<file path="config.mk">
export PLATFORM = sky130hd
export DESIGN_NAME = gpio_bank
export DESIGN_NICKNAME = d
export VERILOG_FILES = /design/src/rtl/gpio_bank.sv
export SDC_FILE = /design/constraint.sdc
export NUM_CORES = 1
export LEC_CHECK = 0
export ABC_AREA = 1
export CORE_MARGIN = 2
export CORE_UTILIZATION = 50
export DETAILED_ROUTE_END_ITERATION = 7
export PLACE_DENSITY = 0.72
export SLEW_MARGIN = 25
export SYNTH_ARGS = -nofsm -noshare
export SYNTH_HDL_FRONTEND = slang
export SYNTH_SLANG_ARGS = --single-unit
export TNS_END_PERCENT = 20
</file>
<file path="constraint.sdc">
create_clock -name clk -period 1.6 [get_ports clk]
set_clock_uncertainty 0.1 [all_clocks]
set_input_delay 0.24 -clock clk [delete_from_list [all_inputs] [get_ports clk]]
set_output_delay 0.24 -clock clk [all_outputs]
set_load 0.05 [all_outputs]
</file>
<file path="src/rtl/gpio_bank.sv">
// GPIO bank: PORTS ports of WIDTH pins, each with OUT/DIR/SET/CLR/TGL
// registers, a synchronized IN view, per-pin rise/fall event flags with
// write-one-to-clear, per-flag interrupt enables and a registered irq.
//
// Bus protocol: io_wr and io_rd are single-cycle strobes with no
// backpressure. An access completes on the clock edge where its strobe is
// sampled high, and read data is valid from the following cycle.
module gpio_bank #(
    parameter int PORTS = 3,
    parameter int WIDTH = 8,
    parameter int SYNC  = 2
) (
    input  logic                   clk,
    input  logic                   resetq,
    input  logic                   io_wr,
    input  logic                   io_rd,
    input  logic [5:0]             addr,
    input  logic [15:0]            wdata,
    output logic [15:0]            rdata,
    input  logic [PORTS*WIDTH-1:0] pin_in,
    output logic [PORTS*WIDTH-1:0] pin_out,
    output logic [PORTS*WIDTH-1:0] pin_oe,
    output logic                   irq
);

    localparam int N = PORTS * WIDTH;

    localparam logic [2:0] REG_IN  = 3'd0;
    localparam logic [2:0] REG_OUT = 3'd1;
    localparam logic [2:0] REG_DIR = 3'd2;
    localparam logic [2:0] REG_SET = 3'd3;
    localparam logic [2:0] REG_CLR = 3'd4;
    localparam logic [2:0] REG_TGL = 3'd5;
    localparam logic [2:0] REG_EVT = 3'd6;
    localparam logic [2:0] REG_IEN = 3'd7;

    logic [WIDTH-1:0] out_q      [PORTS];
    logic [WIDTH-1:0] dir_q      [PORTS];
    logic [WIDTH-1:0] evt_rise_q [PORTS];
    logic [WIDTH-1:0] evt_fall_q [PORTS];
    logic [WIDTH-1:0] ien_rise_q [PORTS];
    logic [WIDTH-1:0] ien_fall_q [PORTS];
    logic [WIDTH-1:0] clr_rise_w [PORTS];
    logic [WIDTH-1:0] clr_fall_w [PORTS];

    logic [N-1:0]     sync_q [SYNC];
    logic [N-1:0]     prev_q;
    logic [N-1:0]     in_w;
    logic [N-1:0]     rise_w;
    logic [N-1:0]     fall_w;

    logic [PORTS-1:0] port_sel;
    logic [2:0]       reg_sel;
    logic [WIDTH-1:0] wlo;
    logic [WIDTH-1:0] whi;
    logic [15:0]      rd_val;
    logic             irq_w;

    // Place a WIDTH-bit value in the low byte of a zeroed 16-bit word.
    function automatic logic [15:0] pack_lo(input logic [WIDTH-1:0] v);
        logic [15:0] r;
        r = '0;
        r[WIDTH-1:0] = v;
        return r;
    endfunction

    // Place rise bits in the low byte and fall bits in the high byte.
    function automatic logic [15:0] pack_hl(input logic [WIDTH-1:0] lo,
                                            input logic [WIDTH-1:0] hi);
        logic [15:0] r;
        r = '0;
        r[WIDTH-1:0]   = lo;
        r[8+WIDTH-1:8] = hi;
        return r;
    endfunction

    assign reg_sel = addr[2:0];
    assign wlo     = wdata[WIDTH-1:0];
    assign whi     = wdata[8 +: WIDTH];
    assign in_w    = sync_q[SYNC-1];
    assign rise_w  = in_w & ~prev_q;
    assign fall_w  = ~in_w & prev_q;

    // Port decode and EVT write-one-to-clear masks; out-of-range ports never match.
    always_comb begin
        port_sel = '0;
        for (int p = 0; p < PORTS; p++) begin
            port_sel[p] = (addr[5:3] == p[2:0]);
            clr_rise_w[p] = '0;
            clr_fall_w[p] = '0;
            if (io_wr && (addr[5:3] == p[2:0]) && (reg_sel == REG_EVT)) begin
                clr_rise_w[p] = wlo;
                clr_fall_w[p] = whi;
            end
        end
    end

    // Pads follow the OUT and DIR registers directly.
    always_comb begin
        pin_out = '0;
        pin_oe  = '0;
        for (int p = 0; p < PORTS; p++) begin
            pin_out[p*WIDTH +: WIDTH] = out_q[p];
            pin_oe[p*WIDTH +: WIDTH]  = dir_q[p];
        end
    end

    // Input synchronizer chain plus the one-cycle-delayed copy used for edges.
    always_ff @(posedge clk or negedge resetq) begin
        if (!resetq) begin
            for (int i = 0; i < SYNC; i++) sync_q[i] <= '0;
            prev_q <= '0;
        end else begin
            sync_q[0] <= pin_in;
            for (int i = 1; i < SYNC; i++) sync_q[i] <= sync_q[i-1];
            prev_q <= in_w;
        end
    end

    // Per-port registers; an edge seen in the same cycle as its W1C keeps the flag set.
    always_ff @(posedge clk or negedge resetq) begin
        if (!resetq) begin
            for (int p = 0; p < PORTS; p++) begin
                out_q[p]      <= '0;
                dir_q[p]      <= '0;
                evt_rise_q[p] <= '0;
                evt_fall_q[p] <= '0;
                ien_rise_q[p] <= '0;
                ien_fall_q[p] <= '0;
            end
        end else begin
            for (int p = 0; p < PORTS; p++) begin
                if (io_wr && port_sel[p]) begin
                    case (reg_sel)
                        REG_OUT: out_q[p] <= wlo;
                        REG_DIR: dir_q[p] <= wlo;
                        REG_SET: out_q[p] <= out_q[p] | wlo;
                        REG_CLR: out_q[p] <= out_q[p] & ~wlo;
                        REG_TGL: out_q[p] <= out_q[p] ^ wlo;
                        REG_IEN: begin
                            ien_rise_q[p] <= wlo;
                            ien_fall_q[p] <= whi;
                        end
                        default: ;
                    endcase
                end
                evt_rise_q[p] <= (evt_rise_q[p] & ~clr_rise_w[p]) | rise_w[p*WIDTH +: WIDTH];
                evt_fall_q[p] <= (evt_fall_q[p] & ~clr_fall_w[p]) | fall_w[p*WIDTH +: WIDTH];
            end
        end
    end

    // Read mux over current register contents (pre-write on a same-cycle write).
    always_comb begin
        rd_val = '0;
        for (int p = 0; p < PORTS; p++) begin
            if (port_sel[p]) begin
                case (reg_sel)
                    REG_IN:  rd_val = pack_lo(in_w[p*WIDTH +: WIDTH]);
                    REG_DIR: rd_val = pack_lo(dir_q[p]);
                    REG_EVT: rd_val = pack_hl(evt_rise_q[p], evt_fall_q[p]);
                    REG_IEN: rd_val = pack_hl(ien_rise_q[p], ien_fall_q[p]);
                    default: rd_val = pack_lo(out_q[p]);
                endcase
            end
        end
    end

    // Interrupt source: any enabled pending flag on any port.
    always_comb begin
        irq_w = 1'b0;
        for (int p = 0; p < PORTS; p++) begin
            irq_w = irq_w | (|((evt_rise_q[p] & ien_rise_q[p]) |
                               (evt_fall_q[p] & ien_fall_q[p])));
        end
    end

    // Registered read data (held between reads) and registered irq.
    always_ff @(posedge clk or negedge resetq) begin
        if (!resetq) begin
            rdata <= '0;
            irq   <= 1'b0;
        end else begin
            if (io_rd) rdata <= rd_val;
            irq <= irq_w;
        end
    end

endmodule

</file>
==> metrics.cfg <==
[detailed_routing]
wl_per_cell_um=19.2
drcViolationCount=0
drt_pass1_iterations=6
vias_per_cell=5.61
ant_nets=0
drt_iter0_markers=1016
via_count=10300
wl_mm=35.2

[critical_path]
startpoint_type=register
path_max_fanout=3
crit_type=reg -> out
required_ns=1.26
critPathCaptureType=primary output
arrival_ns=1.24

[run]
cap_viol_max_count=0

[logic_synthesis]
synth_mux_area_frac=0
ys_ff_latch=233
yosysTopAreaCell=dfrtp_1
synth.top_cell.area_share=0.524
synth-simple-area-share=0.203
synth_top_family_by_area=simple AND/OR/NAND/NOR gates
syn_nets=1426
synth_cell_type_count=30
syn_area_um2=11100
synth_area_leaders=dfrtp_1, nand2_1, o21ai_0
synth_compound_area_frac=0.142
synth_cells=1328
seq_area_frac_synth=0.524
syn_area_per_cell_um2=8.39
ys_warn_count=0
synthAdderAreaFrac=0.0539
synth_xor_area_frac=0

[final_layout]
drive_gt1_frac=0.177
finalNetCount=1632
final_common_cell=nand2_1
final_cell_mix=nand2_1, dfrtp_1, o21ai_0
finalNonFillerCells=1832
fin_util=0.700
antenna_cells=0
areaGrowthSynthToFinish_pct=37.2

[cts]
path_clk_slew_ns=0.07
clock_latency_ns=0.53
ctsLongestPathBuffers=3
root_buffer=clkbuf_16
cts_tree=built
numCtsBuffers=24
cts_sinks=233
cts.htree.levels=1

[placed_design]
port_buffers=114
gp_congestion=0.932
hpwl_mm=25.5
dp_cells=1782

[pwr]
internal_power_mw=12.3
max-vdd-ir-drop_uv=947
share_clk_of_total_power=0.333
p_sw_mw=5.84
pwr-share-comb=0.264
power_density_nw_per_um2=1190
power.share.switching=0.322
cellLeakagePower_nw=7.42
p_seq_frac=0.404

[run_status]
status=finished clean

[die]
row_count=54
coreArea_um2=21800
die_area_um2=23500
initial_utilization=0.510
die-width_um=153
io_pins=115
die_y_um=153

[global_routing]
grt_max_degree=49
grt_pass1_vias=9849
grt_use_total=0.299
antenna_found_initial=1
grt.overflow.total=0
grt_first_pass_wirelength_mm=54.8

[worst_hold_path]
min-delay-path-class=in -> reg

[sta]
min_period_ns=1.58
tightest_slew_ns=0.415
fmax_mhz=634
final.period_utilization=0.985
maxSlewViolCount=0
slew_headroom=0.723
rsz0062_at_grt=no
finalSetupViolations=0
hold_violations=0

-- logic make-up after synthesis --
logic type / Yosys count
buffers and inverters: 215
AND/OR/NAND/NOR: 528
AO/OA/AOI/OAI: 304
flip-flops: 233
adder cells (fa/ha/maj): 48
-- sequential cells by signal, summed over array words and instances (netlist names) --
register / count
irq: 1
evt_rise_q: 24
ien_fall_q: 24
sync_q: 24
ien_rise_q: 24
rdata: 16
in_w: 24
pin_out: 24
pin_oe: 24
prev_q: 24
evt_fall_q: 24
-- per-stage QoR --
step	cell area [µm²]	setup TNS (ns)	hold WS, ns	worst slack, ns	power (mW)
floorplan	11100	0	-0.156	0.0223	9.38
global placement	14200	-61.09	0.0715	-0.561	12.0
detailed placement	14200	-67.84	0.0728	-0.590	12.1
CTS	15100	-0.0263	0.0416	-0.0238	18.1
global route	15300	0	0.0399	0.00873	18.8
finish	15300	0	0.0510	0.0233	18.1
-- power groups by stage --
stage	Combinational, mW	Sequential [mW]	Clock (mW)
floorplan	1.29	8.08	0
global placement	4.60	7.37	0
detailed placement	4.69	7.38	0
CTS	4.73	7.29	6.08
global route	5.12	7.38	6.34
finish	4.78	7.31	6.03
-- worst max-delay path: stages, from the launching register on --
cell and delay, ns:
dfrtp_1 0.42, buf_6 0.15, buf_12 0.14
-- Yosys cell counts, drive strengths merged --
cell type	number
nor2	97
nand3b	2
nand2	319
o21ai	201
nand3	91
clkbuf	20
ha	48
inv	152
clkinv	6
a31oi	6
or2	6
dfrtp	233
buf	37
o211ai	10
a21oi	64
nand4	9
o22ai	20
o21bai	3
nor3	4
-- metal layers --
| metal | up-vias | GRT usage | part of all wire |
|---|---|---|---|
| met5 | - | 0 | 0.00037 |
| met4 | 2 | 0.109 | 0.037 |
| met3 | 85 | 0.0553 | 0.089 |
| li1 | 4725 | - | - |
| met2 | 512 | 0.463 | 0.46 |
| met1 | 4950 | 0.424 | 0.41 |
-- final cells by class --
cell class | instances | area [µm²]
Clock inverter | 13 | 185
Multi-Input combinational cell | 880 | 4520
Inverter | 158 | 593
Clock buffer | 31 | 677
Timing Repair Buffer | 237 | 3110
Fill cell | 1670 | 6550
Tap cell | 280 | 350
Sequential cell | 233 | 5830
-- what timing repair did --
item / CTS / global route
hold endpoints to repair: 233 / 0
endpoints found under the setup margin: 8 / 69
hold buffers: 1 / 0
pin swaps: 1 / 10
buffers inserted: 0 / 5
resized for setup: 4 / 31
-- final timing paths --
kind                                    startpoint                      to  slack [ns]  cells past startpoint
hold reg to reg               sync_q[37]$_DFF_PN0_      in_w[13]$_DFF_PN0_        0.25                      0
min in group asynchronous                   resetq  pin_oe[10]$_DFFE_PN0P_        0.11                      2
hold / removal                          pin_in[19]    sync_q[43]$_DFF_PN0_        0.05                      1
setup / recovery           pin_out[18]$_DFFE_PN0P_             pin_out[18]        0.02                      2
setup reg to reg            pin_out[4]$_DFFE_PN0P_  pin_out[4]$_DFFE_PN0P_        0.11                      6
max in group asynchronous                   resetq   rdata[14]$_DFFE_PN0P_        0.68                      3
No activity file was read; power rests on OpenSTA's default activity.
